[config.mk]
export PLATFORM = sky130hd
export DESIGN_NAME = trap_sequencer_flat
export DESIGN_NICKNAME = d
export VERILOG_FILES = /design/src/rtl/trap_sequencer_if.sv /design/src/rtl/trap_sequencer.sv /design/src/flat_wrapper.sv
export SDC_FILE = /design/constraint.sdc
export NUM_CORES = 1
export LEC_CHECK = 0
export ABC_AREA = 1
export CORE_AREA = 2 2 133 135
export DETAILED_ROUTE_END_ITERATION = 8
export DIE_AREA = 0 0 135 137
export GPL_TIMING_DRIVEN = 0
export PLACE_DENSITY = 0.79
export SKIP_CTS_REPAIR_TIMING = 1
export SLEW_MARGIN = 20
export SYNTH_ARGS = -nofsm -noshare
export SYNTH_HDL_FRONTEND = slang
export SYNTH_SLANG_ARGS = --single-unit
[constraint.sdc]
create_clock -name clk -period 1.7 [get_ports clk]
set_input_delay 0.34 -clock clk [delete_from_list [all_inputs] [get_ports clk]]
set_output_delay 0.34 -clock clk [all_outputs]
set_load 0.03 [all_outputs]
[src/rtl/trap_sequencer_if.sv]
// Bundles the pipeline-facing and CSR-file-facing signals of trap_sequencer.
//   master : pipeline / CSR-file side (drives requests, events, CSR read data)
//   slave  : trap_sequencer side (drives the CSR port, redirect, flush, stall)
interface trap_sequencer_if;
    // Pipeline CSR-instruction request (MEM stage)
    logic        csr_rw_in;
    logic [1:0]  csr_wsc_mode_in;
    logic [11:0] csr_rw_addr_in;
    logic [31:0] csr_w_data_in;
    // MEM-stage events and context
    logic        interrupt;
    logic        illegal_inst;
    logic        ecall_m;
    logic        l_access_fault;
    logic        s_access_fault;
    logic        mret;
    logic [31:0] epc_cur;
    logic [31:0] epc_next;
    logic [31:0] inst_mem;
    logic [31:0] addr_mem;
    // CSR file feedback
    logic [31:0] mstatus;
    logic [31:0] csr_rdata;
    // CSR port
    logic        csr_w;
    logic [1:0]  csr_wsc;
    logic [11:0] csr_waddr;
    logic [11:0] csr_raddr;
    logic [31:0] csr_wdata;
    // Control-flow and pipeline control
    logic [31:0] PC_redirect;
    logic        redirect_mux;
    logic        reg_FD_flush;
    logic        reg_DE_flush;
    logic        reg_EM_flush;
    logic        reg_MW_flush;
    logic        RegWrite_cancel;
    logic        stall;

    modport master (
        output csr_rw_in, csr_wsc_mode_in, csr_rw_addr_in, csr_w_data_in,
        output interrupt, illegal_inst, ecall_m, l_access_fault, s_access_fault, mret,
        output epc_cur, epc_next, inst_mem, addr_mem, mstatus, csr_rdata,
        input  csr_w, csr_wsc, csr_waddr, csr_raddr, csr_wdata,
        input  PC_redirect, redirect_mux,
        input  reg_FD_flush, reg_DE_flush, reg_EM_flush, reg_MW_flush,
        input  RegWrite_cancel, stall
    );

    modport slave (
        input  csr_rw_in, csr_wsc_mode_in, csr_rw_addr_in, csr_w_data_in,
        input  interrupt, illegal_inst, ecall_m, l_access_fault, s_access_fault, mret,
        input  epc_cur, epc_next, inst_mem, addr_mem, mstatus, csr_rdata,
        output csr_w, csr_wsc, csr_waddr, csr_raddr, csr_wdata,
        output PC_redirect, redirect_mux,
        output reg_FD_flush, reg_DE_flush, reg_EM_flush, reg_MW_flush,
        output RegWrite_cancel, stall
    );
endinterface

[src/rtl/trap_sequencer.sv]
// Machine-mode trap controller. Owns the single CSR port: mirrors pipeline CSR
// requests while idle; on a trap or mret it flushes, stalls, writes the trap
// CSRs one per cycle and issues a one-cycle PC redirect.
//   clk    : clock, rising edge
//   rst    : asynchronous active-low reset
//   tsq_io : trap_sequencer_if.slave (pipeline request/events in, CSR port,
//            redirect, flushes, RegWrite_cancel and stall out)
module trap_sequencer (
    input logic             clk,
    input logic             rst,
    trap_sequencer_if.slave tsq_io
);
    localparam logic [11:0] CsrMstatus = 12'h300;
    localparam logic [11:0] CsrMtvec   = 12'h305;
    localparam logic [11:0] CsrMepc    = 12'h341;
    localparam logic [11:0] CsrMcause  = 12'h342;
    localparam logic [11:0] CsrMtval   = 12'h343;

    localparam logic [2:0] StIdle     = 3'd0;
    localparam logic [2:0] StWEpc     = 3'd1;
    localparam logic [2:0] StWCause   = 3'd2;
    localparam logic [2:0] StWTval    = 3'd3;
    localparam logic [2:0] StWStatus  = 3'd4;
    localparam logic [2:0] StRdTvec   = 3'd5;
    localparam logic [2:0] StMrStatus = 3'd6;
    localparam logic [2:0] StRdEpc    = 3'd7;

    logic [2:0]  state_q, state_d;
    logic [31:0] cause_q, cause_d;
    logic [31:0] epc_q, epc_d;
    logic [31:0] tval_q, tval_d;

    logic        int_taken;
    logic        sync_exc;
    logic        accept;
    logic [31:0] trap_status;
    logic [31:0] mret_status;

    always_comb begin
        int_taken = tsq_io.interrupt & tsq_io.mstatus[3];
        sync_exc  = tsq_io.illegal_inst | tsq_io.ecall_m |
                    tsq_io.l_access_fault | tsq_io.s_access_fault;
        accept    = (state_q == StIdle) & (int_taken | sync_exc | tsq_io.mret);

        // Trap entry: MPIE <= MIE, MIE <= 0, MPP <= M
        trap_status        = tsq_io.mstatus;
        trap_status[7]     = tsq_io.mstatus[3];
        trap_status[3]     = 1'b0;
        trap_status[12:11] = 2'b11;
        // Trap return: MIE <= MPIE, MPIE <= 1, MPP <= M
        mret_status        = tsq_io.mstatus;
        mret_status[3]     = tsq_io.mstatus[7];
        mret_status[7]     = 1'b1;
        mret_status[12:11] = 2'b11;
    end

    always_comb begin
        state_d = state_q;
        cause_d = cause_q;
        epc_d   = epc_q;
        tval_d  = tval_q;
        if (accept) begin
            state_d = StWEpc;
            epc_d   = tsq_io.epc_cur;
            tval_d  = 32'h0;
            if (int_taken) begin
                cause_d = 32'h8000_000B;
                epc_d   = tsq_io.epc_next;
            end else if (tsq_io.illegal_inst) begin
                cause_d = 32'd2;
                tval_d  = tsq_io.inst_mem;
            end else if (tsq_io.ecall_m) begin
                cause_d = 32'd11;
            end else if (tsq_io.l_access_fault) begin
                cause_d = 32'd5;
                tval_d  = tsq_io.addr_mem;
            end else if (tsq_io.s_access_fault) begin
                cause_d = 32'd7;
                tval_d  = tsq_io.addr_mem;
            end else begin
                // mret leaves the trap latches untouched
                state_d = StMrStatus;
                epc_d   = epc_q;
                tval_d  = tval_q;
            end
        end else begin
            case (state_q)
                StWEpc:     state_d = StWCause;
                StWCause:   state_d = StWTval;
                StWTval:    state_d = StWStatus;
                StWStatus:  state_d = StRdTvec;
                StMrStatus: state_d = StRdEpc;
                default:    state_d = StIdle;
            endcase
        end
    end

    always_ff @(posedge clk or negedge rst) begin
        if (!rst) begin
            state_q <= StIdle;
            cause_q <= 32'h0;
            epc_q   <= 32'h0;
            tval_q  <= 32'h0;
        end else begin
            state_q <= state_d;
            cause_q <= cause_d;
            epc_q   <= epc_d;
            tval_q  <= tval_d;
        end
    end

    logic flush;

    always_comb begin
        tsq_io.csr_w           = 1'b0;
        tsq_io.csr_wsc         = 2'b00;
        tsq_io.csr_waddr       = 12'h0;
        tsq_io.csr_raddr       = 12'h0;
        tsq_io.csr_wdata       = 32'h0;
        tsq_io.PC_redirect     = 32'h0;
        tsq_io.redirect_mux    = 1'b0;
        tsq_io.RegWrite_cancel = 1'b0;
        tsq_io.stall           = (state_q != StIdle);
        flush                  = 1'b0;

        case (state_q)
            StIdle: begin
                // Gate with rst so the mirror path also reads 0 during reset
                if (rst && accept) begin
                    flush                  = 1'b1;
                    tsq_io.RegWrite_cancel = sync_exc & ~int_taken;
                end else if (rst) begin
                    tsq_io.csr_w     = tsq_io.csr_rw_in;
                    tsq_io.csr_wsc   = tsq_io.csr_wsc_mode_in;
                    tsq_io.csr_waddr = tsq_io.csr_rw_addr_in;
                    tsq_io.csr_raddr = tsq_io.csr_rw_addr_in;
                    tsq_io.csr_wdata = tsq_io.csr_w_data_in;
                end
            end
            StWEpc, StWCause, StWTval, StWStatus, StMrStatus: begin
                tsq_io.csr_w   = 1'b1;
                tsq_io.csr_wsc = 2'b01;
                case (state_q)
                    StWEpc: begin
                        tsq_io.csr_waddr = CsrMepc;
                        tsq_io.csr_wdata = epc_q;
                    end
                    StWCause: begin
                        tsq_io.csr_waddr = CsrMcause;
                        tsq_io.csr_wdata = cause_q;
                    end
                    StWTval: begin
                        tsq_io.csr_waddr = CsrMtval;
                        tsq_io.csr_wdata = tval_q;
                    end
                    StWStatus: begin
                        tsq_io.csr_waddr = CsrMstatus;
                        tsq_io.csr_wdata = trap_status;
                    end
                    default: begin
                        tsq_io.csr_waddr = CsrMstatus;
                        tsq_io.csr_wdata = mret_status;
                    end
                endcase
            end
            StRdTvec: begin
                tsq_io.csr_raddr    = CsrMtvec;
                tsq_io.PC_redirect  = {tsq_io.csr_rdata[31:2], 2'b00};
                tsq_io.redirect_mux = 1'b1;
            end
            default: begin
                tsq_io.csr_raddr    = CsrMepc;
                tsq_io.PC_redirect  = tsq_io.csr_rdata;
                tsq_io.redirect_mux = 1'b1;
            end
        endcase

        tsq_io.reg_FD_flush = flush;
        tsq_io.reg_DE_flush = flush;
        tsq_io.reg_EM_flush = flush;
        tsq_io.reg_MW_flush = flush;
    end
endmodule

[src/flat_wrapper.sv]
// flat-port wrapper written by rule: the top's interface ports become plain ports
module trap_sequencer_flat 
  (clk, rst, tsq_io_csr_rw_in, tsq_io_csr_wsc_mode_in, tsq_io_csr_rw_addr_in, tsq_io_csr_w_data_in, tsq_io_interrupt, tsq_io_illegal_inst, tsq_io_ecall_m, tsq_io_l_access_fault, tsq_io_s_access_fault, tsq_io_mret, tsq_io_epc_cur, tsq_io_epc_next, tsq_io_inst_mem, tsq_io_addr_mem, tsq_io_mstatus, tsq_io_csr_rdata, tsq_io_csr_w, tsq_io_csr_wsc, tsq_io_csr_waddr, tsq_io_csr_raddr, tsq_io_csr_wdata, tsq_io_PC_redirect, tsq_io_redirect_mux, tsq_io_reg_FD_flush, tsq_io_reg_DE_flush, tsq_io_reg_EM_flush, tsq_io_reg_MW_flush, tsq_io_RegWrite_cancel, tsq_io_stall);
  trap_sequencer_if tsq_io_i ();
  input logic clk;
  input logic rst;
  input wire logic [$bits(tsq_io_i.csr_rw_in)-1:0] tsq_io_csr_rw_in;
  input wire logic [$bits(tsq_io_i.csr_wsc_mode_in)-1:0] tsq_io_csr_wsc_mode_in;
  input wire logic [$bits(tsq_io_i.csr_rw_addr_in)-1:0] tsq_io_csr_rw_addr_in;
  input wire logic [$bits(tsq_io_i.csr_w_data_in)-1:0] tsq_io_csr_w_data_in;
  input wire logic [$bits(tsq_io_i.interrupt)-1:0] tsq_io_interrupt;
  input wire logic [$bits(tsq_io_i.illegal_inst)-1:0] tsq_io_illegal_inst;
  input wire logic [$bits(tsq_io_i.ecall_m)-1:0] tsq_io_ecall_m;
  input wire logic [$bits(tsq_io_i.l_access_fault)-1:0] tsq_io_l_access_fault;
  input wire logic [$bits(tsq_io_i.s_access_fault)-1:0] tsq_io_s_access_fault;
  input wire logic [$bits(tsq_io_i.mret)-1:0] tsq_io_mret;
  input wire logic [$bits(tsq_io_i.epc_cur)-1:0] tsq_io_epc_cur;
  input wire logic [$bits(tsq_io_i.epc_next)-1:0] tsq_io_epc_next;
  input wire logic [$bits(tsq_io_i.inst_mem)-1:0] tsq_io_inst_mem;
  input wire logic [$bits(tsq_io_i.addr_mem)-1:0] tsq_io_addr_mem;
  input wire logic [$bits(tsq_io_i.mstatus)-1:0] tsq_io_mstatus;
  input wire logic [$bits(tsq_io_i.csr_rdata)-1:0] tsq_io_csr_rdata;
  output wire logic [$bits(tsq_io_i.csr_w)-1:0] tsq_io_csr_w;
  output wire logic [$bits(tsq_io_i.csr_wsc)-1:0] tsq_io_csr_wsc;
  output wire logic [$bits(tsq_io_i.csr_waddr)-1:0] tsq_io_csr_waddr;
  output wire logic [$bits(tsq_io_i.csr_raddr)-1:0] tsq_io_csr_raddr;
  output wire logic [$bits(tsq_io_i.csr_wdata)-1:0] tsq_io_csr_wdata;
  output wire logic [$bits(tsq_io_i.PC_redirect)-1:0] tsq_io_PC_redirect;
  output wire logic [$bits(tsq_io_i.redirect_mux)-1:0] tsq_io_redirect_mux;
  output wire logic [$bits(tsq_io_i.reg_FD_flush)-1:0] tsq_io_reg_FD_flush;
  output wire logic [$bits(tsq_io_i.reg_DE_flush)-1:0] tsq_io_reg_DE_flush;
  output wire logic [$bits(tsq_io_i.reg_EM_flush)-1:0] tsq_io_reg_EM_flush;
  output wire logic [$bits(tsq_io_i.reg_MW_flush)-1:0] tsq_io_reg_MW_flush;
  output wire logic [$bits(tsq_io_i.RegWrite_cancel)-1:0] tsq_io_RegWrite_cancel;
  output wire logic [$bits(tsq_io_i.stall)-1:0] tsq_io_stall;
  assign tsq_io_i.csr_rw_in = tsq_io_csr_rw_in;
  assign tsq_io_i.csr_wsc_mode_in = tsq_io_csr_wsc_mode_in;
  assign tsq_io_i.csr_rw_addr_in = tsq_io_csr_rw_addr_in;
  assign tsq_io_i.csr_w_data_in = tsq_io_csr_w_data_in;
  assign tsq_io_i.interrupt = tsq_io_interrupt;
  assign tsq_io_i.illegal_inst = tsq_io_illegal_inst;
  assign tsq_io_i.ecall_m = tsq_io_ecall_m;
  assign tsq_io_i.l_access_fault = tsq_io_l_access_fault;
  assign tsq_io_i.s_access_fault = tsq_io_s_access_fault;
  assign tsq_io_i.mret = tsq_io_mret;
  assign tsq_io_i.epc_cur = tsq_io_epc_cur;
  assign tsq_io_i.epc_next = tsq_io_epc_next;
  assign tsq_io_i.inst_mem = tsq_io_inst_mem;
  assign tsq_io_i.addr_mem = tsq_io_addr_mem;
  assign tsq_io_i.mstatus = tsq_io_mstatus;
  assign tsq_io_i.csr_rdata = tsq_io_csr_rdata;
  assign tsq_io_csr_w = tsq_io_i.csr_w;
  assign tsq_io_csr_wsc = tsq_io_i.csr_wsc;
  assign tsq_io_csr_waddr = tsq_io_i.csr_waddr;
  assign tsq_io_csr_raddr = tsq_io_i.csr_raddr;
  assign tsq_io_csr_wdata = tsq_io_i.csr_wdata;
  assign tsq_io_PC_redirect = tsq_io_i.PC_redirect;
  assign tsq_io_redirect_mux = tsq_io_i.redirect_mux;
  assign tsq_io_reg_FD_flush = tsq_io_i.reg_FD_flush;
  assign tsq_io_reg_DE_flush = tsq_io_i.reg_DE_flush;
  assign tsq_io_reg_EM_flush = tsq_io_i.reg_EM_flush;
  assign tsq_io_reg_MW_flush = tsq_io_i.reg_MW_flush;
  assign tsq_io_RegWrite_cancel = tsq_io_i.RegWrite_cancel;
  assign tsq_io_stall = tsq_io_i.stall;
  trap_sequencer u_core (.clk(clk), .rst(rst), .tsq_io(tsq_io_i));
endmodule
---- Yosys cells after proc, flatten, opt, wreduce, memory -nomap -nowiden ----
Index checks and enable logic that the tools add are counted.
Widths: inputs -> output; s select.
cells by class
  multiplexer cells ....................... 43
  reduce and logical (&&, ||, !) cells .... 7
  eq/ne operators ......................... 6
  bitwise operators ....................... 9
operators with widths
  cell                count
  $mux 32             17
  $pmux 32 s2         2
  $pmux 32 s4         1
  $pmux 12 s3         1
  $mux 12             2
  $pmux 12 s2         1
  $pmux 7 s3          1
  $mux 3              6
  $pmux 3 s5          1
  $eq 3x3->1 const B  3
  $mux 1              7
  $eq 3x2->1 const B  2
  $reduce_or 6->1     1
  $or 1x1->1          5
  $reduce_bool 5->1   1
  $reduce_or 5->1     1
  $mux 2              2
  $pmux 2 s2          1
  $and 1x1->1         3
  $eq 3x1->1 const B  1
  $logic_not 3->1     1
  $reduce_bool 3->1   1
  $pmux 1 s2          1
  $reduce_and 2->1    1
  2 further kinds     2
word-level totals
  word-level logic and storage cells ...... 69
  input bits .............................. 247
  register bits ........................... 99
  output and inout port bits .............. 98

---- Depth between registers and ports, before layout ----
Gate-level depths: netlist (run 1).
  depth after elaboration ................. 9
  mapped depth ............................ 10
  mapped depth without buffers ............ 8

---- Least setup slack after synthesis (run 1) ----
OpenSTA, ideal clock, no wires.
  path kind ............................... register to output
  start point ............................. register u_core.state_q[1]
  end point ............................... output port tsq_io_csr_waddr[1]
  buffers on the path ..................... 1
  data arrival time ....................... 1731 ps
  path slack .............................. -371 ps
  stages on the path, launching flop included .. 7
  required time ........................... 1360 ps
  cells stage by stage .................... dfrtp_1 buf_2 nor2_4 nand2_4 nor2_4 nand2_1 o21ai_0
between the ends
  word-level cells in the longest chain between the ends .. 5
  elaborated cells between the ends (all ways) .. 12
  classes of those cells .................. 5 x eq/ne; 3 x mux; 1 x bitwise; 3 x reduce/logical
ends and longest elaborated chain
  item                    line                                         text
  from (decl)             trap_sequencer.sv:28                         logic [2:0] state_q, state_d;
  from (signal assigned)  trap_sequencer.sv:100                        state_q <= StIdle;
  from (signal assigned)  trap_sequencer.sv:105                        state_q <= state_d;
  $logic_not 3->1         trap_sequencer.sv:43, trap_sequencer.sv:126
  $and 1x1->1             trap_sequencer.sv:43                         accept = (state_q == StIdle) & (int_taken | sync_exc | tsq_io.mret);
  $logic_and 1x1->1       trap_sequencer.sv:129                        if (rst && accept) begin
  $mux 12                 trap_sequencer.sv:129
  $pmux 12 s2 *           trap_sequencer.sv:126                        case (state_q)
  to (decl)               flat_wrapper.sv:25                           output wire logic [$bits(tsq_io_i.csr_waddr)-1:0] tsq_io_csr_waddr;
Every way passes the cells marked *; elsewhere a longest branch is shown, timed or not.

---- Worst setup path in the final report (run 1) ----
  start point ............................. register u_core.state_q[1]
  end point ............................... output port tsq_io_csr_raddr[9]
between the ends
  word-level cells in the longest chain between the ends .. 5
  elaborated cells between the ends (all ways) .. 12
  classes of those cells .................. 6 x eq/ne; 2 x mux; 1 x bitwise; 3 x reduce/logical
ends and longest elaborated chain
  item               line                                         text
  $logic_not 3->1    trap_sequencer.sv:43, trap_sequencer.sv:126
  $and 1x1->1        trap_sequencer.sv:43
  $logic_and 1x1->1  trap_sequencer.sv:129
  $mux 12            trap_sequencer.sv:129
  $pmux 12 s3 *      trap_sequencer.sv:126
  to (decl)          flat_wrapper.sv:26                           output wire logic [$bits(tsq_io_i.csr_raddr)-1:0] tsq_io_csr_raddr;
Marks and branches as above.

==> qor_table.md, run 1 <==
| Result | This run |
|---|---|
| Most utilized layer in the global route result | met2 |
| Floorplan row count | 48 |
| Global routing met3 resource utilization | 5.26% |
| Total negative slack for setup checks | -36.53 ns |
| Largest fanout of any net on the critical path | 6 |
| Post-layout utilization of the core | 63.9% |
| Number of buffer cells added on primary ports | 341 |
| Cell repeated most along the worst path | sky130_fd_sc_hd__buf_6 |
| Fill cells | 1523 |
| Total wirelength of the detailed-routed design | 26800 µm |
| CP startpoint kind | flip-flop |
| Final #Nets | 1529 |
| Critical Path Sink Type | output pin |
| Area of the die | 18500 µm² |
| Number of top-level pins | 345 |
| Number of violations reported at the end of detailed-routing iteration 0 | 389 |
| Wire length of the first global-routing pass | 36500 µm |
| Remaining number of nets flagged by the antenna check after routing | 0 |
| Post-synth top area share | 34.5% |
| Synth Warn # | 0 |
| Number of CTS-inserted buffers | 9 |
| Inserted Diodes | 0 |
| Avg WL per Cell | 17.7 µm |
| Top cells by area, synth | sky130_fd_sc_hd__dfrtp_1 35%, sky130_fd_sc_hd__nand2_1 26%, sky130_fd_sc_hd__nor2_1 6.9%, sky130_fd_sc_hd__inv_1 6.7%, sky130_fd_sc_hd__nand3_1 5.9% |
| Syn nets | 1123 |
| Number of buffers on the longest clock path | 2 |
| Proportion of layout cells with a drive suffix above 1 | 28.8% |
| Critical path arrival | 1.90 ns |
| Combined flip-flop and latch cell area | 1800 µm² |
| Root cell of the clock tree | sky130_fd_sc_hd__clkbuf_16 |
| All-Layer GR Usage | 26.0% |
| Unrepaired setup endpoints after global routing | yes |
| Number of DRC violations after detailed routing | 0 |
| Detailed placement HPWL | 20000 µm |
| Critical setup path kind | reg2out |
| Met1 routing resource usage after global routing | 30.6% |
| Hold violation count in the final report | 0 |
| Worst setup skew after layout | 0.00550 ns |
| Flop and latch count out of synthesis | 72 |
| Buffers and inverters on the worst path | 4 |
| Setup violation total in the final timing report | 111 |
| Antenna violations before repair | 0 |
| Via count | 7244 |
| Part of the Yosys area used for sequential elements | 34.5% |
| Biggest area consumer among synthesized cells | sky130_fd_sc_hd__dfrtp_1 |
| Core Region | 17100 µm² |
| Vias in the first global route | 6741 |
| Maximum number of pins on one net before global-route repair | 40 |
| Total congestion overflow | 0 |
| Power per cell area | 1440 nW/µm² |
| Violated checks | negative setup slack |
| Die span in y | 137 µm |
| Final clock period utilization by the worst path | 132% |
| Area grow syn2layout | 109% |
| Lkg Pwr | 5.25 nW |
| Unique cell type count in the Yosys netlist | 23 |
| Area of combinational cells with multiple inputs | 3430 µm² |
| Worst IR drop on VDD | 677 µV |
| Cell-by-cell trace of the critical path | buf_6 > nor2_4 > nand2_4 > nor2_4 > buf_6 > nand2_8 > clkbuf_16 > o21ai_4 > buf_6 |
| Synthesized area per cell | 5.95 µm² |
| Number of clock sinks | 72 |
| Die outline width | 135 µm |
| Slowest cell on the critical path | sky130_fd_sc_hd__dfrtp_1 |
| Final setup slack of the worst path | -0.543 ns |
| Effective utilization at floorplan | 30.6% |
| Final number of max-transition violations | 0 |
| Hold crit path type | in2reg |
| TritonCTS clock tree | built |
| Number of violations of the max-capacitance limit | 0 |
| Worst stage delay on the critical path | 0.37 ns |
| Last weighted congestion value of the routability-driven placer | 0.871 |
| H-tree depth reported by CTS | 3 |
| CP Data Required Time | 1.36 ns |
| Tightest Pin Transition | 0.698 ns |
| GRT met2 Usage | 47.9% |
| Minimum clock period after layout | 2.24 ns |
| Instance count of the mapped netlist | 876 |
| Max Clock Freq | 446 MHz |
| Clock latency of the later-clocked register in the worst-skew pair | 0.34 ns |
| Post-DR vias/cell | 4.79 |
| Status | complete, but fails checks |
| Clock input transition at the sequential cells of the worst setup and hold paths | 0.06 ns |
| Cell family with most CP delay | buffers and inverters |
| Worst slew margin relative to its limit | 53.4% |
| 1st-pass router iterations | 5 |
| Syn Std Cell Area | 5220 µm² |
[path summary, 6_finish.rpt]
path	from	end	slack [ns]	cells after the start
min in group asynchronous	rst	u_core.tval_q[16]	0.57	3
setup reg to reg	u_core.state_q[1]	u_core.tval_q[3]	-0.03	11
setup / recovery	u_core.state_q[1]	tsq_io_csr_raddr[9]	-0.54	9
hold / removal	tsq_io_l_access_fault	u_core.cause_q[1]	0.24	2
max in group asynchronous	rst	u_core.epc_q[27]	0.91	3
hold reg to reg	u_core.epc_q[27]	u_core.epc_q[27]	0.48	2
[area by class of cell]
type                    count  area share (%)
plain buffers              58            6.00
clock buffers              12            2.44
clock inverters             4           0.471
inverters                  96            3.55
multi-input cells         650            31.4
flip-flops and latches     72            16.5
well taps                 225            2.58
repair buffers            394            36.9
repair inverters            1           0.103
[cells in the final DEF, fill, tap and decap left out, types with 2 or more instances in the layout]
master / count
sky130_fd_sc_hd__nand2_4: 2
sky130_fd_sc_hd__buf_8: 12
sky130_fd_sc_hd__dlymetal6s2s_1: 3
sky130_fd_sc_hd__inv_2: 3
sky130_fd_sc_hd__nand2_2: 27
sky130_fd_sc_hd__buf_12: 14
sky130_fd_sc_hd__buf_2: 24
sky130_fd_sc_hd__o21ai_0: 27
sky130_fd_sc_hd__clkbuf_16: 20
sky130_fd_sc_hd__buf_4: 29
sky130_fd_sc_hd__buf_6: 84
sky130_fd_sc_hd__inv_1: 89
sky130_fd_sc_hd__nor2_2: 30
sky130_fd_sc_hd__a21oi_2: 5
sky130_fd_sc_hd__clkdlybuf4s50_1: 236
sky130_fd_sc_hd__nand2_1: 336
sky130_fd_sc_hd__clkinvlp_4: 2
sky130_fd_sc_hd__o21ai_4: 5
sky130_fd_sc_hd__o21ai_2: 5
sky130_fd_sc_hd__clkbuf_8: 3
sky130_fd_sc_hd__dfrtp_1: 71
sky130_fd_sc_hd__nand3_4: 6
sky130_fd_sc_hd__nand4_1: 9
sky130_fd_sc_hd__nor2_1: 43
sky130_fd_sc_hd__dlygate4sd3_1: 2
sky130_fd_sc_hd__a21oi_1: 47
sky130_fd_sc_hd__inv_6: 2
sky130_fd_sc_hd__clkbuf_1: 8
sky130_fd_sc_hd__o21ai_1: 18
sky130_fd_sc_hd__nor2_4: 29
sky130_fd_sc_hd__nand3_1: 26
sky130_fd_sc_hd__clkbuf_2: 5
sky130_fd_sc_hd__nand2_8: 3
sky130_fd_sc_hd__clkbuf_4: 24
sky130_fd_sc_hd__nand3_2: 31
[registers in the layout, summed over array words and instances (netlist names)]
name            cells
u_core.tval_q      32
u_core.cause_q      5
u_core.state_q      3
u_core.epc_q       32
[power by group]
part	switching, W	total, W	internal, W
clock network	0.000745	0.00200	0.00126
logic	0.00612	0.0107	0.00462
registers	0.000429	0.00298	0.00255
[per-stage QoR]
step                hold slack, ns  cell area, µm²  total power, W  setup WS, ns  cells
global placement             0.463            9430          0.0114         -4.10   1442
global route                 0.256           10900          0.0165        -0.602   1512
detailed placement           0.351            9450          0.0115         -1.35   1443
floorplan                   0.0444            5740         0.00798        -0.106    876
CTS                       -0.00119            9770          0.0136         -1.41   1459
finish                       0.241           10900          0.0157        -0.543   1512
[cells in the mapped netlist]
master                       n
sky130_fd_sc_hd__a21oi_1    52
sky130_fd_sc_hd__buf_1       1
sky130_fd_sc_hd__buf_2      28
sky130_fd_sc_hd__buf_4      11
sky130_fd_sc_hd__buf_6       2
sky130_fd_sc_hd__clkbuf_1   14
sky130_fd_sc_hd__clkbuf_2    2
sky130_fd_sc_hd__dfrtp_1    72
sky130_fd_sc_hd__inv_1      93
sky130_fd_sc_hd__inv_2       2
sky130_fd_sc_hd__inv_4       1
sky130_fd_sc_hd__nand2_1   366
sky130_fd_sc_hd__nand2_2     1
sky130_fd_sc_hd__nand2_4     1
sky130_fd_sc_hd__nand3_1    61
sky130_fd_sc_hd__nand3_2     2
sky130_fd_sc_hd__nand3b_1    1
sky130_fd_sc_hd__nand4_1     9
sky130_fd_sc_hd__nor2_1     96
sky130_fd_sc_hd__nor2_2      1
sky130_fd_sc_hd__nor2_4      5
sky130_fd_sc_hd__o21ai_0    42
sky130_fd_sc_hd__o21ai_1    13
[routing by layer]
layer	routed length, µm	part of all wire, %	vias up
li1	-	-	3513
met1	10400	39	3364
met2	13800	52	322
met3	1910	7.2	45
met4	658	2.5	0
met5	0	0	-
[worst reg2reg max path, delay by kind of cell, from the launching register on]
family        cells  cell delay, ns
flops             1            0.37
simple gates      5            0.49
buf+inv           6            0.74
[kinds of logic after synthesis]
kind of cell / share of synthesized area (%)
AOI/OAI and AO/OA: 10.3
buffers and inverters: 12.9
DFF: 34.5
and+or+nand+nor: 42.3
Power figures use the tool's default switching activity.
==> run 2, diff against run 1 <==
Settings changed: MAX_ROUTING_LAYER set to met4.
==> run 2 against run 1 <==
The run ends with negative hold slack, negative setup slack left. Cell area down 3.0%. Sequential power about the same. Hold slack worse by 0.29 ns. Final cell count down 1.1%. Clock-buffer cell count down 2. Clock skew up 0.0034 ns. Power down 7.0%. Register-to-register slack better by 0.11 ns. Sequential share of layout area up 0.52 points. Flip-flop and latch count unchanged. Critical endpoint unchanged.
==> qor_table.md, run 2 (synthesis results as in run 1) <==
| Result | This run | Change |
|---|---|---|
| Worst IR drop on VDD | 666 µV | -1.6% |
| Number of CTS-inserted buffers | 9 | unchanged |
| Status | complete, but fails checks |  |
| Worst slew margin relative to its limit | 60.1% | +6.7 points |
| Critical path arrival | 1.88 ns | -0.02 ns |
| Post-layout utilization of the core | 62.0% | -1.9 points |
| Final setup slack of the worst path | -0.517 ns | +0.0258 ns |
| Maximum number of pins on one net before global-route repair | 40 | unchanged |
| Most common cell after layout, fill and taps aside | sky130_fd_sc_hd__nand2_1 |  |
| Tightest Pin Transition | 0.598 ns | -0.100 ns |
| Critical setup path kind | reg2out |  |
| Highest metal used | met4 |  |
| Commonest non-fill, non-tap cells in the layout | 338 x sky130_fd_sc_hd__nand2_1, 236 x sky130_fd_sc_hd__clkdlybuf4s50_1, 89 x sky130_fd_sc_hd__inv_1, 79 x sky130_fd_sc_hd__buf_6, 71 x sky130_fd_sc_hd__dfrtp_1 |  |
| Number of DRC violations after detailed routing | 0 | unchanged |
| Worst R2R Path Depth | 9 | -2 |
| Destination of the critical timing path | tsq_io_csr_raddr[9] |  |
| H-tree depth reported by CTS | 3 | unchanged |
| Wire length of the first global-routing pass | 36300 µm | -0.66% |
| Die span in y | 137 µm | unchanged |
| Die outline width | 135 µm | unchanged |
| Cell internal pwr | 0.00764 W | -9.3% |
| Final clock period utilization by the worst path | 130% | -1.5 points |
| Power per cell area | 1380 nW/µm² | -4.1% |
| Total congestion overflow | 0 | unchanged |
| Number of violations reported at the end of detailed-routing iteration 0 | 491 | +26% |
| Area grow syn2layout | 103% |  |
| Hold violation count in the final report | 35 | +35 |
| Minimum clock period after layout | 2.22 ns | -0.0258 ns |
| Detail Route met3 WL | 1850 µm | -3.2% |
| Cell repeated most along the worst path | sky130_fd_sc_hd__buf_6 |  |
| R2R Path End | u_core.cause_q[0] |  |
| All-Layer GR Usage | 26.6% | +0.62 points |
| Via count | 7163 | -1.1% |
| Part of the power in combinational logic | 66.5% | -1.8 points |
| Last weighted congestion value of the routability-driven placer | 0.861 | -1.2% |
| Antenna violations before repair | 0 | unchanged |
| Number of clock sinks | 72 | unchanged |
| Switching share of total power | 47.7% | +1.3 points |
| Number of buffer cells added on primary ports | 341 | unchanged |
| Reported net switching power | 0.00697 W | -4.4% |
| Root cell of the clock tree | sky130_fd_sc_hd__clkbuf_16 |  |
| Floorplan row count | 48 | unchanged |
| R2R setup slack | 0.08 ns | +0.11 ns |
| Post-route met1 wirelength | 10100 µm | -3.0% |
| Finished Cell Area | 10600 µm² | -3.0% |
| Number of violations of the max-capacitance limit | 0 | unchanged |
| Final number of max-transition violations | 0 | unchanged |
| Clock latency of the later-clocked register in the worst-skew pair | 0.33 ns | about the same |
| Relative contribution of sequential cells to total power | 20.4% | +1.4 points |
| Worst setup skew after layout | 0.00892 ns | +0.00342 ns |
| CP startpoint kind | flip-flop |  |
| Vias in the first global route | 6746 | +0.074% |
| Max Clock Freq | 451 MHz | +1.2% |
| Hold crit path type | in2async |  |
| TritonCTS clock tree | built |  |
| DR WL met2 | 13400 µm | -3.2% |
| Clock input transition at the sequential cells of the worst setup and hold paths | 0.06 ns | about the same |
| Post-place instance area | 9450 µm² | unchanged |
| Largest fanout of any net on the critical path | 6 | unchanged |
| Launching element of the worst setup path | u_core.state_q[1] |  |
| Total wirelength of the detailed-routed design | 26000 µm | -2.8% |
| Proportion of layout cells with a drive suffix above 1 | 27.9% | -0.97 points |
| Portion of total power attributed to the clock network | 13.2% | +0.5 points |
| Reg-to-Reg Start | u_core.state_q[1] |  |
| Effective utilization at floorplan | 30.6% | unchanged |
| Number of buffers on the longest clock path | 2 | unchanged |
| Cell-by-cell trace of the critical path | buf_6 > nor2_4 > nand2_4 > nor2_4 > buf_6 > nand2_8 > clkbuf_16 > o21ai_4 > buf_6 |  |
| Detailed placement HPWL | 20000 µm | -0.10% |
| Lkg Pwr | 5.10 nW | -2.9% |
| 1st-pass router iterations | 5 | unchanged |
| Avg WL per Cell | 17.4 µm | -1.8% |
| Critical Path Sink Type | output pin |  |
| Placed insts | 1443 | unchanged |
| Core Region | 17100 µm² | unchanged |
| Area of the die | 18500 µm² | unchanged |
| Remaining number of nets flagged by the antenna check after routing | 0 | unchanged |
| CP Data Required Time | 1.36 ns | about the same |
| Post-DR vias/cell | 4.79 | about the same |
| Final #Nets | 1513 | -1.0% |
| Worst stage delay on the critical path | 0.38 ns | about the same |
| Violated checks | negative hold slack, negative setup slack |  |
| Setup violation total in the final timing report | 97 | -13% |
| Largest regs | u_core.epc_q (32), u_core.tval_q (32), u_core.cause_q (5) |  |
| Slowest cell on the critical path | sky130_fd_sc_hd__dfrtp_1 |  |
| Worst hold slack | -0.0512 ns | -0.292 ns |
| Inserted Diodes | 0 | unchanged |
| Number of top-level pins | 345 | unchanged |
| Unrepaired setup endpoints after global routing | yes |  |
| Non-filler cells in the finished layout | 1496 | -1.1% |
-- run 2: cell types whose count changed in the layout (fill, tap and decap cells not counted), sizes merged --
cell / previous run / this run
buf: 163 / 137
clkbuf: 60 / 70
dlygate4sd3: 2 / 0
clkinv: 3 / 4
dlymetal6s2s: 3 / 4
-- run 2: metal layers --
metal / up-vias / GRT usage [%]
met5: - / -
met4: 0 / 5.67
met3: 51 / 4.22
met2: 333 / 48.2
met1: 3303 / 31.1
li1: 3476 / -
-- run 2: worst max-delay path, delay by kind of cell (launching register included) --
family | cells | cell delay, ns
DFF | 1 | 0.38
AOI/OAI and AO/OA | 1 | 0.12
buffers and inverters | 4 | 0.59
and+or+nand+nor | 4 | 0.45
-- run 2: layout make-up --
class	instances	area (µm²)
Fill cell	1582	6480
Timing Repair Buffer	379	3830
Multi-Input combinational cell	650	3430
Sequential cell	72	1800
Buffer	58	566
Inverter	96	372
Tap cell	225	282
Clock buffer	10	229
Clock inverter	6	68.8
-- run 2: power by group through the flow --
stage	combinational (W)	clock (W)	sequential, W
2_1_floorplan	0.00515	0	0.00283
3_3_place_gp	0.00845	0	0.00294
3_5_place_dp	0.00857	0	0.00296
4_1_cts	0.00860	0.00193	0.00293
5_1_grt	0.0104	0.00201	0.00303
6_report	0.00972	0.00192	0.00297
-- run 2: metrics by stage --
| step | worst slack, ns | setup TNS, ns | total power (W) |
|---|---|---|---|
| 2_1_floorplan | -0.106 | -2.99 | 0.00798 |
| 3_3_place_gp | -4.16 | -475.39 | 0.0114 |
| 3_5_place_dp | -1.50 | -137.35 | 0.0115 |
| 4_1_cts | -1.51 | -127.37 | 0.0135 |
| 5_1_grt | -0.592 | -45.31 | 0.0154 |
| 6_report | -0.517 | -37.96 | 0.0146 |
-- run 2: worst min path at each step --
stage | start | to | slack [ns]
final | rst | u_core.epc_q[16] | -0.05
after global routing | rst | u_core.epc_q[16] | -0.04
after CTS | rst | u_core.tval_q[16] | -0.004
after detailed placement | rst | u_core.tval_q[16] | 0.34
after global placement | u_core.epc_q[29] | u_core.epc_q[29] | 0.46
after floorplan | rst | u_core.cause_q[0] | 0.04
==> RTL edit 1, RTL diff (config.mk and constraints of run 1) <==
`tval_q` no longer has a reset.
--- a/src/rtl/trap_sequencer.sv
+++ b/src/rtl/trap_sequencer.sv
@@ -101,11 +101,13 @@
             cause_q <= 32'h0;
             epc_q   <= 32'h0;
-            tval_q  <= 32'h0;
         end else begin
             state_q <= state_d;
             cause_q <= cause_d;
             epc_q   <= epc_d;
-            tval_q  <= tval_d;
         end
+    end
+
+    always_ff @(posedge clk) begin
+        tval_q <= tval_d;
     end
 
Formal check against the unedited RTL: no difference found for any inputs over 4 cycles, from zero or initial values and one cycle with rst low; that may be too few to reach the edited logic, so the function may still have changed.
==> RTL edit 1 against run 1 <==
- the flow still finishes with violations (setup timing)
- hold slack worse by 0.22 ns
- final cell count down 6.6%
- highest routed layer unchanged
- first-iteration DRC count down 15%
- setup slack worse by 0.0073 ns
- final area down 1.1%
- non-clock buffer count down 18
- largest cell class unchanged
- critical path type unchanged
- wire length down 3.5%
- critical endpoint is now tsq_io_csr_wdata[0]
- area after synthesis down 2.8%
- sequential cell count unchanged
- power down 1.6%
- fmax down 0.32%
==> RTL edit 1: results (changes against run 1) <==
Place:
- The setup slack at placement came to -1.24 ns (+0.109 ns).
- The final weighted congestion in routability-driven placement is 0.821 (-5.8%).
- The cell area after placement is 0.00933 sq mm (-1.3%).
- The detailed placement HPWL is 19.5 mm (-2.7%).

Min path:
- The min-delay analysis places its worst path in the category in2async.

Yosys:
- The register area share after synthesis is 0.387 (+0.0417).
- Ranked by instance count, the synthesized netlist is headed by sky130_fd_sc_hd__nand2_1 (336), sky130_fd_sc_hd__nand3_1 (81), sky130_fd_sc_hd__inv_1 (78).
- For this run, the leading register cell type out of synthesis is sky130_fd_sc_hd__dfrtp_1.
- The number of enable-type register cells in the synthesized netlist is 32 (+32).
- Ranked by total cell area, the synthesized netlist is headed by sky130_fd_sc_hd__nand2_1 (25%), sky130_fd_sc_hd__dfrtp_1 (20%), sky130_fd_sc_hd__edfxtp_1 (19%).
- The async set or reset register ratio after synthesis came to 0.556 (-0.444).
- The post-synthesis net count is 1036 (-7.7%).
- The number of distinct library cells after synthesis is 24 (+4.3%).
- The synthesized instance count is 789 (-9.9%).

Outcome:
- The flow ran to the end, but the final reports show violations.
- The final reports fail on setup timing.

STA:
- The worst path setup slack after routing is -0.550 ns (-0.00729 ns).
- The number of setup violations in the final report is 97 (-13%).
- The setup clock skew after layout came to 0.00508 ns (-0.000422 ns).

GRT:
- The global-route wire length before repair is 34.5 mm (-5.6%).
- The via count of the first global-routing pass is 6383 (-5.3%).
- The global-route usage over all layers is 0.248 (-0.0113).
- The largest net degree at the start of global routing is 42 (+5.0%).

Pwr:
- The fraction of power spent switching nets is 0.464 (about the same).
- The maximum VDD drop is 0.799 mV (+18%).
- The static leakage power is 0.00515 uW (-1.8%).

Route:
- The routed via count is 6793 (-6.2%).
- The average detailed-routed wire length per instance is 18.3 microns (+3.3%).
- The average via count per standard cell was 4.81 (+0.42%).
- The number of DRC violations after detailed-routing iteration 0 came to 330 (-15%).

Cells and area:
- The number of nets in the layout is 1429 (-6.5%).
- The share of cells above drive strength 1 is 0.353 (+0.0647).
- The count of inserted antenna diode cells was 0 (unchanged).

Worst setup path:
- The maximum fanout along the worst path is 10 (+4).
- The startpoint of the worst setup timing path is u_core.state_q[0].
- The start of the worst register-to-register path is u_core.state_q[0].
RTL edit 1: changes by cell type after synthesis, sizes merged, moves of 2 or more:
cell    delta
a21oi     -28
buf        +4
clkbuf    -10
dfrtp     -32
edfxtp    +32
inv       -12
nand2     -26
nand3     +20
nand4      +7
nor2      -23
o21ai     -21
o22ai      +2
RTL edit 1: routing by layer:
layer / part of all wire / wire, microns / GRT usage
met2: 0.55 / 14100 / 0.472
met5: 0 / 0 / 0
met3: 0.074 / 1910 / 0.0504
met1: 0.35 / 9070 / 0.270
met4: 0.027 / 702 / 0.0943
RTL edit 1: cell type report:
cell class / count / area [sq um]
inverter: 84 / 347
tap: 225 / 282
timing repair buffer: 382 / 3830
buffer: 52 / 470
multi-input combinational: 581 / 3570
clock buffer: 13 / 282
sequential: 72 / 1960
clock inverter: 3 / 46.3
fill: 1439 / 6270
RTL edit 1: path summary, 6_finish.rpt:
check,endpoint,slack [ns],depth (start not counted)
setup / recovery,tsq_io_csr_wdata[0],-0.55,8
hold / removal,u_core.cause_q[1],0.03,2
setup reg to reg,u_core.tval_q[21],0.01,7
hold reg to reg,u_core.epc_q[19],0.49,2
max in group asynchronous,u_core.epc_q[10],0.62,2
min in group clk,u_core.cause_q[1],0.25,2
RTL edit 1: kinds of logic after synthesis:
kind of cell           count (synthesis)  synth area share
AND/OR/NAND/NOR                      520             0.430
buffers and inverters                136             0.122
flip-flops                            72             0.387
AO/OA/AOI/OAI                         61            0.0612
RTL edit 1: worst max-delay path: stages (launching register included):
cell and delay (ns):
sky130_fd_sc_hd__dfrtp_2 0.49, sky130_fd_sc_hd__buf_6 0.19, sky130_fd_sc_hd__nor2_4 0.13, sky130_fd_sc_hd__buf_12 0.13
sky130_fd_sc_hd__clkinvlp_4 0.23, sky130_fd_sc_hd__nor2_2 0.16, sky130_fd_sc_hd__nor2_2 0.07, sky130_fd_sc_hd__nand2_4 0.06
sky130_fd_sc_hd__buf_6 0.12
RTL edit 1: per-stage QoR:
step	TNS [ns]	hold slack, ns
after global routing	-42.29	0.0359
after detailed placement	-133.66	0.288
final	-36.72	0.0255
after floorplan	-0.283	0.0444
after CTS	-115.74	-0.0650
after global placement	-261.89	0.462
RTL edit 1: power groups by stage:
stage	clock, uW	combinational (uW)	sequential [uW]
6_report	2020	10400	3040
5_1_grt	2140	11000	3100
4_1_cts	2050	8540	2940
3_5_place_dp	0	8520	2970
3_3_place_gp	0	8420	2940
2_1_floorplan	0	5180	2860
==> RTL edit 2, RTL diff (config.mk and constraints of run 1) <==
Made on the original files. Make the reset (`rst`) synchronous in one clocked block. Comments in the files are not updated.
--- a/src/rtl/trap_sequencer.sv
+++ b/src/rtl/trap_sequencer.sv
@@ -96,5 +96,5 @@
     end
 
-    always_ff @(posedge clk or negedge rst) begin
+    always_ff @(posedge clk) begin
         if (!rst) begin
             state_q <= StIdle;
Check against the original RTL: differs if rst is asserted again (counterexample within 4 cycles, from zero or initial values and one cycle with rst low); with rst held inactive, the same outputs for 4 cycles.
==> RTL edit 2 against run 1 <==
- area after synthesis increased by 2.1%
- first-iteration DRC count shrank 1.3%
- highest routed layer unchanged
- clock power rose by 3%
- sequential cell count unchanged
- power shrank 33%
- critical endpoint is now tsq_io_csr_wdata[25]
- setup slack worse by 0.096 ns
- the flow still finishes with violations (setup timing)
- hold slack improved by 0.12 ns
- clock skew increased by 0.0019 ns
- non-clock buffer count shrank 12
- final area is 4.5% lower
- wire length fell by 0.43%
- largest cell class unchanged
==> RTL edit 2: results (changes against run 1) <==
Outcome:
- The run finished, with violations left.
- The checks that failed: setup timing.

Place:
- The number of placed cells counting well taps is 1537 (+6.5%).
- The cell area after placement was 0.00923 sq mm (-2.4%).
- The final weighted congestion in routability-driven placement is 0.872 (+0.13%).
- The detailed placement HPWL is 20.1 mm (+0.36%).

STA:
- The total negative slack is -37.34 ns (-0.813 ns).
- The setup clock skew after layout is 0.00741 ns (+0.00191 ns).
- The number of setup violations in the final report is 95 (-14%).
- The worst path setup slack after routing is -0.639 ns (-0.0957 ns).

Worst setup path:
- The arrival time reported for the critical path endpoint is 2.00 ns (+0.10 ns).
- The endpoint of the lowest-slack register-to-register path is u_core.epc_q[15].
- The critical path endpoint is tsq_io_csr_wdata[25].
- The logic depth of the worst register-to-register path came to 9 (-2).
- The stage delay of the slowest cell on the critical path is 0.39 ns (+0.02 ns).
- The start of the worst register-to-register path is u_core.state_q[0].

Route:
- The number of DRC violations after detailed-routing iteration 0 is 384 (-1.3%).
- The average via count per standard cell is 4.78 (-0.24%).
- The total wirelength of the detailed-routed design was 26.6 mm (-0.43%).

Yosys:
- The number of distinct library cells after synthesis was 22 (-4.3%).
- The compound-cell area share of the yosys netlist is 0.0773 (-0.0254).
- The async set or reset register ratio after synthesis was 0 (-1.00).
- The netlist area before placement is 0.00533 sq mm (+2.1%).
- The post-synthesis net count is 1221 (+8.7%).

Cells and area:
- The count of non-CTS inverters in the layout is 98 (+1.0%).
- The area of all placed cells without fillers came to 0.0104 sq mm (-4.5%).
- The multi-input combinational area share is 0.361 (+0.0465).
- The number of nets in the layout was 1607 (+5.1%).

Min path:
- The hold path startpoint is rst.
- The hold path depth was 3 (+1).

GRT:
- The global-route wire length before repair is 35.6 mm (-2.5%).
- The met2 capacity usage during global routing came to 0.507 (+0.0279).
- The via count of the first global-routing pass is 6971 (+3.4%).
- The global-route usage over all layers is 0.254 (-0.00528).

Pwr:
- The share of total power in the clock network is 0.195 (+0.068).
- The reported combinational group power is 5980 uW (-44%).
- The static leakage power is 0.00516 uW (-1.7%).
==> RTL edit 2: layer usage <==
metal | vias to the layer above | wire (microns)
met2 | 348 | 14400
met5 | - | 0
met4 | 0 | 825
li1 | 3749 | -
met1 | 3455 | 9650
met3 | 57 | 1790
==> RTL edit 2: metrics by stage <==
| stage | hold WS, ns | setup slack [ns] | power [uW] |
|---|---|---|---|
| 5_1_grt | 0.399 | -0.698 | 11200 |
| 6_report | 0.363 | -0.639 | 10600 |
| 2_1_floorplan | 0.439 | -0.132 | 5740 |
| 4_1_cts | 0.356 | -1.59 | 9930 |
| 3_3_place_gp | 0.447 | -1.58 | 7780 |
| 3_5_place_dp | 0.455 | -1.56 | 7870 |
==> RTL edit 2: logic make-up after synthesis <==
family / Yosys count
DFF: 72
AOI/OAI and AO/OA: 65
and+or+nand+nor: 673
buffers and inverters: 164
==> RTL edit 2: worst max-delay path, delay by kind of cell (launching register included) <==
family	cells	cell delay, ns
simple gates	6	0.73
buf+inv	4	0.52
flops	1	0.39
